## src/rtl/prio_pkg.sv

```systemverilog
// Shared types and helpers for the rotating priority resolver.
//   state_e     : acknowledge handshake state (IDLE, WAIT2)
//   NUM_IRQ_MAX : largest supported channel count
//   rank()      : priority rank of a channel, 0 = highest
package prio_pkg;

  localparam int NUM_IRQ_MAX = 32;

  typedef enum logic {
    IDLE  = 1'b0,
    WAIT2 = 1'b1
  } state_e;

  // rank = (id - lowest - 1) mod n, for id and lowest in [0, n-1].
  // Computed with one conditional subtract so no divider is inferred.
  function automatic int rank(input int id, input int lowest, input int n);
    int d;
    d = id + n - 1 - lowest;
    if (d >= n) d = d - n;
    return d;
  endfunction

endpackage

```

## src/rtl/rot_prio_enc.sv

```systemverilog
// Rotating priority encoder (combinational).
//   vec         : candidate channels
//   lowest_prio : channel currently holding the lowest priority
//   found       : any bit of vec set
//   id          : set channel with the lowest rank (valid when found)
module rot_prio_enc
  import prio_pkg::*;
#(
  parameter int NUM_IRQ = 8,
  parameter int ID_W    = $clog2(NUM_IRQ)
) (
  input  logic [NUM_IRQ-1:0] vec,
  input  logic [ID_W-1:0]    lowest_prio,
  output logic               found,
  output logic [ID_W-1:0]    id
);

  int best;

  always_comb begin
    best  = NUM_IRQ;
    found = 1'b0;
    id    = '0;
    for (int i = 0; i < NUM_IRQ; i++) begin
      if (vec[i] && (rank(i, int'(lowest_prio), NUM_IRQ) < best)) begin
        best  = rank(i, int'(lowest_prio), NUM_IRQ);
        found = 1'b1;
        id    = ID_W'(i);
      end
    end
  end

endmodule

```

## src/rtl/prio_resolver_rot.sv

```systemverilog
// Interrupt priority resolver with in-service tracking and rotation.
//   clk, rst_n            : clock, async active-low reset
//   irr, imr              : requests and mask (1 = masked)
//   aeoi_en, rot_aeoi     : automatic EOI at inta_2, optionally rotating
//   inta_1, inta_2        : two-pulse acknowledge sequence
//   eoi_*                 : EOI command (specific / non-specific, rotate)
//   setp_*                : set-priority command (channel becomes lowest)
//   int_req               : registered request to CPU
//   irr_clr               : one-hot IRR clear pulse at inta_1
//   ack_valid/ack_id/spurious : acknowledge result pulse at inta_2
//   isr, lowest_prio      : in-service register and rotation pointer
module prio_resolver_rot
  import prio_pkg::*;
#(
  parameter int NUM_IRQ = 8,
  parameter int ID_W    = $clog2(NUM_IRQ)
) (
  input  logic               clk,
  input  logic               rst_n,
  input  logic [NUM_IRQ-1:0] irr,
  input  logic [NUM_IRQ-1:0] imr,
  input  logic               aeoi_en,
  input  logic               rot_aeoi,
  input  logic               inta_1,
  input  logic               inta_2,
  input  logic               eoi_valid,
  input  logic               eoi_specific,
  input  logic               eoi_rotate,
  input  logic [ID_W-1:0]    eoi_level,
  input  logic               setp_valid,
  input  logic [ID_W-1:0]    setp_level,
  output logic               int_req,
  output logic [NUM_IRQ-1:0] irr_clr,
  output logic               ack_valid,
  output logic [ID_W-1:0]    ack_id,
  output logic               spurious,
  output logic [NUM_IRQ-1:0] isr,
  output logic [ID_W-1:0]    lowest_prio
);

  localparam logic [NUM_IRQ-1:0] ONE     = NUM_IRQ'(1);
  localparam logic [ID_W-1:0]    LAST_ID = ID_W'(NUM_IRQ - 1);

  state_e               state_q, state_d;
  logic [ID_W-1:0]      id_q, id_d;          // channel latched at inta_1
  logic                 spur_q, spur_d;      // inta_1 found no winner
  logic [NUM_IRQ-1:0]   isr_q, isr_d;
  logic [ID_W-1:0]      lowest_q, lowest_d;
  logic                 int_req_q, int_req_d;
  logic [NUM_IRQ-1:0]   irr_clr_q, irr_clr_d;
  logic                 ack_valid_q, ack_valid_d;
  logic [ID_W-1:0]      ack_id_q, ack_id_d;
  logic                 spurious_q, spurious_d;

  logic [NUM_IRQ-1:0]   pend;
  logic                 p_found, i_found;
  logic [ID_W-1:0]      p_id, i_id;
  logic [NUM_IRQ-1:0]   ack_set, aeoi_clr, eoi_clr;

  assign pend = irr & ~imr;

  rot_prio_enc #(.NUM_IRQ(NUM_IRQ), .ID_W(ID_W)) u_pend_enc (
    .vec(pend), .lowest_prio(lowest_q), .found(p_found), .id(p_id)
  );

  rot_prio_enc #(.NUM_IRQ(NUM_IRQ), .ID_W(ID_W)) u_isr_enc (
    .vec(isr_q), .lowest_prio(lowest_q), .found(i_found), .id(i_id)
  );

  always_comb begin
    state_d     = state_q;
    id_d        = id_q;
    spur_d      = spur_q;
    lowest_d    = lowest_q;
    irr_clr_d   = '0;
    ack_valid_d = 1'b0;
    ack_id_d    = ack_id_q;
    spurious_d  = 1'b0;
    ack_set     = '0;
    aeoi_clr    = '0;
    eoi_clr     = '0;

    // Rotation sources are applied lowest-precedence first so later
    // assignments win: set-priority < AEOI rotate < EOI rotate.
    if (setp_valid && (int'(setp_level) < NUM_IRQ)) lowest_d = setp_level;

    case (state_q)
      IDLE: begin
        if (inta_1) begin
          state_d = WAIT2;
          if (p_found) begin
            id_d      = p_id;
            spur_d    = 1'b0;
            ack_set   = ONE << p_id;
            irr_clr_d = ONE << p_id;
          end else begin
            id_d   = LAST_ID;
            spur_d = 1'b1;
          end
        end
      end
      WAIT2: begin
        if (inta_2) begin
          state_d     = IDLE;
          ack_valid_d = 1'b1;
          ack_id_d    = id_q;
          spurious_d  = spur_q;
          if (aeoi_en && !spur_q) begin
            aeoi_clr = ONE << id_q;
            if (rot_aeoi) lowest_d = id_q;
          end
        end
      end
    endcase

    if (eoi_valid) begin
      if (!eoi_specific) begin
        // Non-specific EOI with nothing in service is a no-op.
        if (i_found) begin
          eoi_clr = ONE << i_id;
          if (eoi_rotate) lowest_d = i_id;
        end
      end else if (int'(eoi_level) < NUM_IRQ) begin
        eoi_clr = ONE << eoi_level;
        if (eoi_rotate) lowest_d = eoi_level;
      end
    end

    isr_d = (isr_q & ~eoi_clr & ~aeoi_clr) | ack_set;

    // Request is suppressed for the whole acknowledge handshake; the
    // comparison uses pre-edge pend/isr, giving one cycle of latency.
    int_req_d = (state_d == IDLE) && p_found &&
                (!i_found || (rank(int'(p_id), int'(lowest_q), NUM_IRQ) <
                              rank(int'(i_id), int'(lowest_q), NUM_IRQ)));
  end

  always_ff @(posedge clk or negedge rst_n) begin
    if (!rst_n) begin
      state_q     <= IDLE;
      id_q        <= '0;
      spur_q      <= 1'b0;
      isr_q       <= '0;
      lowest_q    <= LAST_ID;
      int_req_q   <= 1'b0;
      irr_clr_q   <= '0;
      ack_valid_q <= 1'b0;
      ack_id_q    <= '0;
      spurious_q  <= 1'b0;
    end else begin
      state_q     <= state_d;
      id_q        <= id_d;
      spur_q      <= spur_d;
      isr_q       <= isr_d;
      lowest_q    <= lowest_d;
      int_req_q   <= int_req_d;
      irr_clr_q   <= irr_clr_d;
      ack_valid_q <= ack_valid_d;
      ack_id_q    <= ack_id_d;
      spurious_q  <= spurious_d;
    end
  end

  assign int_req     = int_req_q;
  assign irr_clr     = irr_clr_q;
  assign ack_valid   = ack_valid_q;
  assign ack_id      = ack_id_q;
  assign spurious    = spurious_q;
  assign isr         = isr_q;
  assign lowest_prio = lowest_q;

endmodule

```

## config.mk

```make
export PLATFORM = sky130hd
export DESIGN_NAME = prio_resolver_rot
export DESIGN_NICKNAME = d
export VERILOG_FILES = /design/src/rtl/prio_pkg.sv /design/src/rtl/rot_prio_enc.sv /design/src/rtl/prio_resolver_rot.sv
export SDC_FILE = /design/constraint.sdc
export NUM_CORES = 1
export LEC_CHECK = 0
export BUFFER_PORTS_ARGS = -buffer_cell sky130_fd_sc_hd__buf_2
export CORE_MARGIN = 2
export CORE_UTILIZATION = 50
export CTS_CLUSTER_SIZE = 8
export DETAILED_ROUTE_END_ITERATION = 8
export PLACE_DENSITY = 0.7
export RECOVER_POWER = 50
export REMOVE_ABC_BUFFERS = 1
export SKIP_LAST_GASP = 1
export SYNTH_ARGS = -nofsm -noshare
export SYNTH_HDL_FRONTEND = slang
export SYNTH_HIERARCHICAL = 1
export SYNTH_SLANG_ARGS = --single-unit
```

## constraint.sdc

```tcl
create_clock -name clk -period 28.7 [get_ports clk]
set_input_delay 5.74 -clock clk [delete_from_list [all_inputs] [get_ports clk]]
set_output_delay 5.74 -clock clk [all_outputs]
set_load 0.01 [all_outputs]
```

==> results of run 1 <==
## final cells by class
type,count,area (um^2),share of cell area
clock inverters,1,5.00,0.000852
repair buffers,56,269,0.0458
multi-input cells,596,4400,0.749
inverters,51,191,0.0326
flip-flops and latches,30,754,0.128
clock buffers,7,86.3,0.0147
well taps,136,170,0.0290
## worst register-to-register path: cells and delay by family (launching register included)
kind,cells,cell delay (ns)
XOR/XNOR,2,0.68
AND/OR/NAND/NOR,19,3.59
AO/OA/AOI/OAI,26,5.30
buffers and inverters,6,0.78
adder cells (fa/ha/maj),12,3.51
flip-flops,1,1.00
multiplexers,3,0.89
## layout by cell type, fill, tap and decap left out, drive strengths merged, types with 9 or more instances in the layout
cell / count
o211ai: 12
mux2i: 11
nand2: 70
nand2b: 15
inv: 51
conb: 16
nand3b: 9
ha: 81
or3: 10
a31o: 14
dfrtp: 27
nor2b: 31
and3: 9
nor3b: 13
nor2: 41
o21ai: 44
clkbuf: 16
nor3: 12
nand3: 20
a21oi: 38
buf: 47
a21o: 10
and2: 22
## per-layer routing
metal | vias to the layer above | wire length, um | share of wire
met1 | 2480 | 6390 | 0.45
li1 | 2586 | - | -
met2 | 162 | 6740 | 0.48
met3 | 20 | 743 | 0.053
met5 | - | 0 | 0
met4 | 0 | 276 | 0.020
## flip-flops by register name, summed over array words and instances, names as in the netlist
register,flops
spur_q,1
lowest_prio,3
spurious,1
ack_id,3
ack_valid,1
irr_clr,8
state_q,1
int_req,1
isr,8
id_q,3
## stage by stage
stage          cells  hold slack [ns]  instance area, um^2  utilization
5_1_grt          877            0.512                 5870        0.566
4_1_cts          877            0.490                 5880        0.567
3_3_place_gp     869            0.463                 5790        0.559
3_5_place_dp     869            0.475                 5790        0.559
6_report         877            0.480                 5870        0.566
2_1_floorplan    677            0.457                 5340            -
## Yosys cell counts, drive strengths merged, types with 7 or more instances
cell type | n | area, um^2
or2 | 8 | 50.1
dfrtp | 27 | 676
nand3 | 20 | 105
or3 | 10 | 72.6
inv | 51 | 191
nand2 | 70 | 265
a21o | 10 | 75.1
mux2i | 11 | 110
a31o | 14 | 131
nor3b | 13 | 114
o21ai | 44 | 228
o31ai | 8 | 73.8
mux2 | 7 | 93.8
xor2 | 7 | 61.3
a221oi | 7 | 91.3
a21oi | 38 | 194
and2 | 22 | 140
nand2b | 15 | 93.8
nor3 | 12 | 70.1
ha | 81 | 1010
nor2b | 31 | 194
nor2 | 41 | 159
clkbuf | 8 | 31.3
nand3b | 9 | 67.6
o211ai | 12 | 110
and3 | 9 | 61.3
## kinds of logic (layout without fill, tap and decap cells)
kind of cell / Yosys count / count (layout) / share of synthesized area
DFF: 30 / 30 / 0.140
muxes: 18 / 18 / 0.0379
buffers and inverters: 65 / 115 / 0.0521
AOI/OAI and AO/OA: 188 / 188 / 0.265
adders and majority gates: 84 / 84 / 0.198
and+or+nand+nor: 279 / 279 / 0.288
xor gates and xnor gates: 11 / 11 / 0.0179
other: 2 / 16 / 0.00140
## worst min path at each step
stage               from        end  slack, ns  depth (start not counted)
6_report       ack_id[2]  ack_id[2]       0.48                          2
2_1_floorplan     spur_q     spur_q       0.46                          2
5_1_grt        ack_id[2]  ack_id[2]       0.51                          2
3_3_place_gp   ack_id[2]  ack_id[2]       0.46                          2
3_5_place_dp   ack_id[2]  ack_id[2]       0.48                          2
4_1_cts        ack_id[2]  ack_id[2]       0.49                          2
==> impl_metrics.json, run 1 <==
{
  "crit_slowest_cell": "o21ai_0",
  "fp.dieH_um": 108,
  "initial_core_util": 0.519,
  "vias": 5248,
  "timing.critical_path.buf_inv": 6,
  "cts.path.max_buffers": 2,
  "clk_transition_reported_paths_ns": 0.06,
  "vias_in_the_first_global_route": 4910,
  "nNetsFinal": 855,
  "largest_net_degree_at_the_start_of_global_routing": 31,
  "globalRouteTotalUtil": 0.244,
  "globalplace.congestion": 0.961,
  "rr_worst_depth": 68,
  "post-route-worst-setup-slack_ns": 8.85,
  "netlist_instances": 677,
  "max-cap-violations": 0,
  "critical_path.reg2reg.startpoint": "lowest_prio[0]",
  "syn_area_um2": 5380,
  "number_of_register_bits_inferred_by_synthesis": 30,
  "fp.coreArea_um2": 10400,
  "timing.critical_path.from_type": "primary input",
  "worst_setup_path_start": "imr[0]",
  "clock_insertion_delay_worst_skew_ns": 0.29,
  "final.setup.tns_ns": 0,
  "r2r_slack_ns": 12.90,
  "cts_resized": 0,
  "synth-main-ff-cell": "dfrtp_1",
  "cts_made_buffers": 5,
  "setup_viol_count_final": 0,
  "ctsHoldBuffers": 0,
  "per_cell_via_count_in_the_routed_design": 5.98,
  "detailed_place_hpwl_mm": 11.3,
  "gr-usage-met3": 0.0285,
  "pre_cts_ws_ns": 8.75,
  "ant_nets": 0,
  "report.final.hold_viol_count": 0,
  "drt_iter0_drc": 357,
  "worst_endpoint_required_time_ns": 28.93,
  "clock-sinks": 30,
  "drt-wirelength-per-cell_um": 16.1,
  "netlist-cell-type-count": 93,
  "tightestPinTransition_ns": 1.45,
  "syn2layout_area_growth_pct": 9.19,
  "drive_above_1_share": 0.159,
  "synth-warning-count": 6,
  "drc_markers": 0,
  "met1_usage": 0.325,
  "critical_path.max_fanout": 14,
  "slew-limit-headroom": 0.0304,
  "global_route.overflow_total": 0,
  "grt_antenna_before_repair": 0,
  "critical_path.endpoint_type": "flip-flop",
  "antennaDiodeCount": 0,
  "outcome": "finished clean",
  "clock-skew-final_ns": 0.00607,
  "grt_first_pass_wirelength_mm": 23.1,
  "buffer_ports.inserted": 56,
  "finalCriticalPeriod_ns": 19.85,
  "synth.yosys.seq_area_share": 0.140,
  "postCtsSetupBuffers": 0,
  "grt_most_used_layer": "met2",
  "post_synth.cell_area_avg_um2": 7.94,
  "clockRootBuffer": "clkbuf_8",
  "worstHoldPathType": "reg2reg",
  "critical_path.endpoint": "int_req",
  "clock_tree_from_tritoncts": "done",
  "setup_repair_after_global_routing_missed_its_margin": "false",
  "cp_top_family": "compound AO/OA/AOI/OAI gates",
  "crit_type": "in2reg",
  "max_freq_mhz": 50.4,
  "totalWireLength_mm": 14.2,
  "async_reset_ff_frac": 1.00,
  "n_fill_cell": 999,
  "timing.critical_path.mode_cell": "ha_1",
  "design.portCount": 57,
  "die-area_um2": 11600,
  "number_of_synthesized_flops_with_an_enable_pin": 0,
  "global_route.usage.met2": 0.414,
  "clock_tree.htree_level_count": 2,
  "finalMaxSlewViolations": 0,
  "min_period_over_period": 0.692,
  "num_rows": 37,
  "dr.pass1.iters": 5,
  "worstPathArrival_ns": 20.08,
  "r2r-end": "int_req",
  "crit_cells": 68,
  "longest_individual_stage_delay_on_the_worst_path_ns": 0.57,
  "die_width_um": 108
}
Power of run 1 is left out: the tool's default activity adds up to more than one toggle a clock period on the data nets, which glitch-free logic cannot reach.
==> run 2, diff against run 1 <==
clock period = 20.6 ns   (was 28.7 ns; I/O delays follow)
==> run 2 against run 1 <==
  * Design area about the same
  * Global-route usage rose by 0.72 points
  * Die area did not move
  * Clock skew shrank 0.0027 ns
  * Setup slack worse by 6.5 ns
  * Cell count stayed put
  * Register-to-register slack got worse by 8.1 ns
  * Wire length up 0.47%
  * Critical path type unchanged
  * Via count grew 1.3%
  * First-iteration DRC count down 21%
  * Core utilization barely moved
==> impl_metrics.json, run 2 (same netlist as run 1, synthesis figures left out) <==
{
  "outcome": "finished clean",
  "dr.pass1.iters": 5,
  "vias": 5316,
  "largest_net_degree_at_the_start_of_global_routing": 31,
  "postCtsSetupBuffers": 0,
  "global_route.overflow_total": 0,
  "clock_tree_from_tritoncts": "done",
  "clock_tree.htree_level_count": 2,
  "layout_commonest_cell": "ha_1",
  "timing.critical_path.mode_cell": "ha_1",
  "worst_setup_path_start": "imr[0]",
  "post-route-worst-setup-slack_ns": 2.32,
  "globalRouteTotalUtil": 0.252,
  "pre_cts_ws_ns": 2.20,
  "max_freq_mhz": 54.7,
  "cts_resized": 0,
  "finalMaxSlewViolations": 0,
  "rr_worst_depth": 70,
  "antennaDiodeCount": 0,
  "syn2layout_area_growth_pct": 9.26,
  "vias_in_the_first_global_route": 5171,
  "fp.coreArea_um2": 10400,
  "ctsHoldBuffers": 0,
  "per_cell_via_count_in_the_routed_design": 6.06,
  "slew-limit-headroom": 0.0173,
  "design.portCount": 57,
  "setup_repair_after_global_routing_missed_its_margin": "false",
  "clockRootBuffer": "clkbuf_8",
  "nNetsFinal": 855,
  "totalWireLength_mm": 14.2,
  "n_fill_cell": 987,
  "num_rows": 37,
  "drt_iter0_drc": 283,
  "grt_first_pass_wirelength_mm": 24.0,
  "final.setup.tns_ns": 0,
  "finalCriticalPeriod_ns": 18.28,
  "critical_path.endpoint": "int_req",
  "worstPathArrival_ns": 18.51,
  "initial_core_util": 0.519,
  "clock-skew-final_ns": 0.00340,
  "crit_slowest_cell": "o21ai_0",
  "critical_path.max_fanout": 14,
  "tightestPinTransition_ns": 1.47,
  "timing.critical_path.from_type": "primary input",
  "die_width_um": 108,
  "drt-wirelength-per-cell_um": 16.2,
  "globalplace.congestion": 0.962,
  "ant_nets": 0,
  "setup_viol_count_final": 0,
  "crit_type": "in2reg",
  "worst_endpoint_required_time_ns": 20.83,
  "r2r_slack_ns": 4.81,
  "clock-sinks": 30,
  "worstHoldPathType": "reg2reg",
  "drive_above_1_share": 0.161,
  "fp.dieH_um": 108,
  "r2r-end": "int_req",
  "buffer_ports.inserted": 56,
  "cts.path.max_buffers": 2,
  "clk_transition_reported_paths_ns": 0.06,
  "drc_markers": 0,
  "min_period_over_period": 0.888,
  "post-route-util": 0.567,
  "critical_path.endpoint_type": "flip-flop",
  "cts_made_buffers": 5,
  "mostFrequentLayoutCells": "81 x ha_1, 69 x nand2_1, 50 x inv_1",
  "detailed_place_hpwl_mm": 11.5,
  "grt_antenna_before_repair": 0,
  "critical_path.reg2reg.startpoint": "lowest_prio[1]",
  "die-area_um2": 11600,
  "report.final.hold_viol_count": 0,
  "longest_individual_stage_delay_on_the_worst_path_ns": 0.57,
  "max-cap-violations": 0,
  "clock_insertion_delay_worst_skew_ns": 0.28
}
[run 2: cell types whose count changed in the layout (fill, tap and decap cells not counted)]
cell,previous run,this run
clkbuf_1,10,9
clkinvlp_4,0,1
[run 2: stage by stage]
stage / std cells / hold WS [ns] / instance area [um^2]
final: 877 / 0.486 / 5880
after global routing: 877 / 0.523 / 5880
after CTS: 877 / 0.492 / 5890
after detailed placement: 869 / 0.477 / 5790
after global placement: 869 / 0.463 / 5790
after floorplan: 677 / 0.457 / 5340
[run 2: worst min-delay path by stage]
stage               from   endpoint  cells after the start
2_1_floorplan     spur_q     spur_q                      2
3_3_place_gp   ack_id[2]  ack_id[2]                      2
3_5_place_dp   ack_id[2]  ack_id[2]                      2
4_1_cts        ack_id[2]  ack_id[2]                      2
5_1_grt        ack_id[2]  ack_id[2]                      2
6_report       ack_id[2]  ack_id[2]                      2
[run 2: routing by layer]
layer	up-vias	GRT usage	wire, um
met1	2518	0.319	6140
met5	-	0	0
met3	22	0.0309	822
met2	186	0.442	6940
li1	2590	-	-
met4	0	0.0806	310
[run 2: critical path, delay by kind of cell]
kind	cells	cell delay (ns)
multiplexers	3	0.87
AO/OA/AOI/OAI	25	5.31
XOR/XNOR	1	0.18
adder cells (fa/ha/maj)	11	3.21
buffers and inverters	6	0.55
AND/OR/NAND/NOR	21	4.20
[run 2: cell type report]
| class | instances | area [um^2] | area share |
|---|---|---|---|
| multi-input cells | 596 | 4400 | 0.748 |
| flip-flops and latches | 30 | 754 | 0.128 |
| repair buffers | 56 | 269 | 0.0458 |
| inverters | 51 | 191 | 0.0326 |
| well taps | 136 | 170 | 0.0290 |
| clock buffers | 6 | 82.6 | 0.0141 |
| clock inverters | 2 | 12.5 | 0.00213 |
Power of run 2 is left out for the same reason.
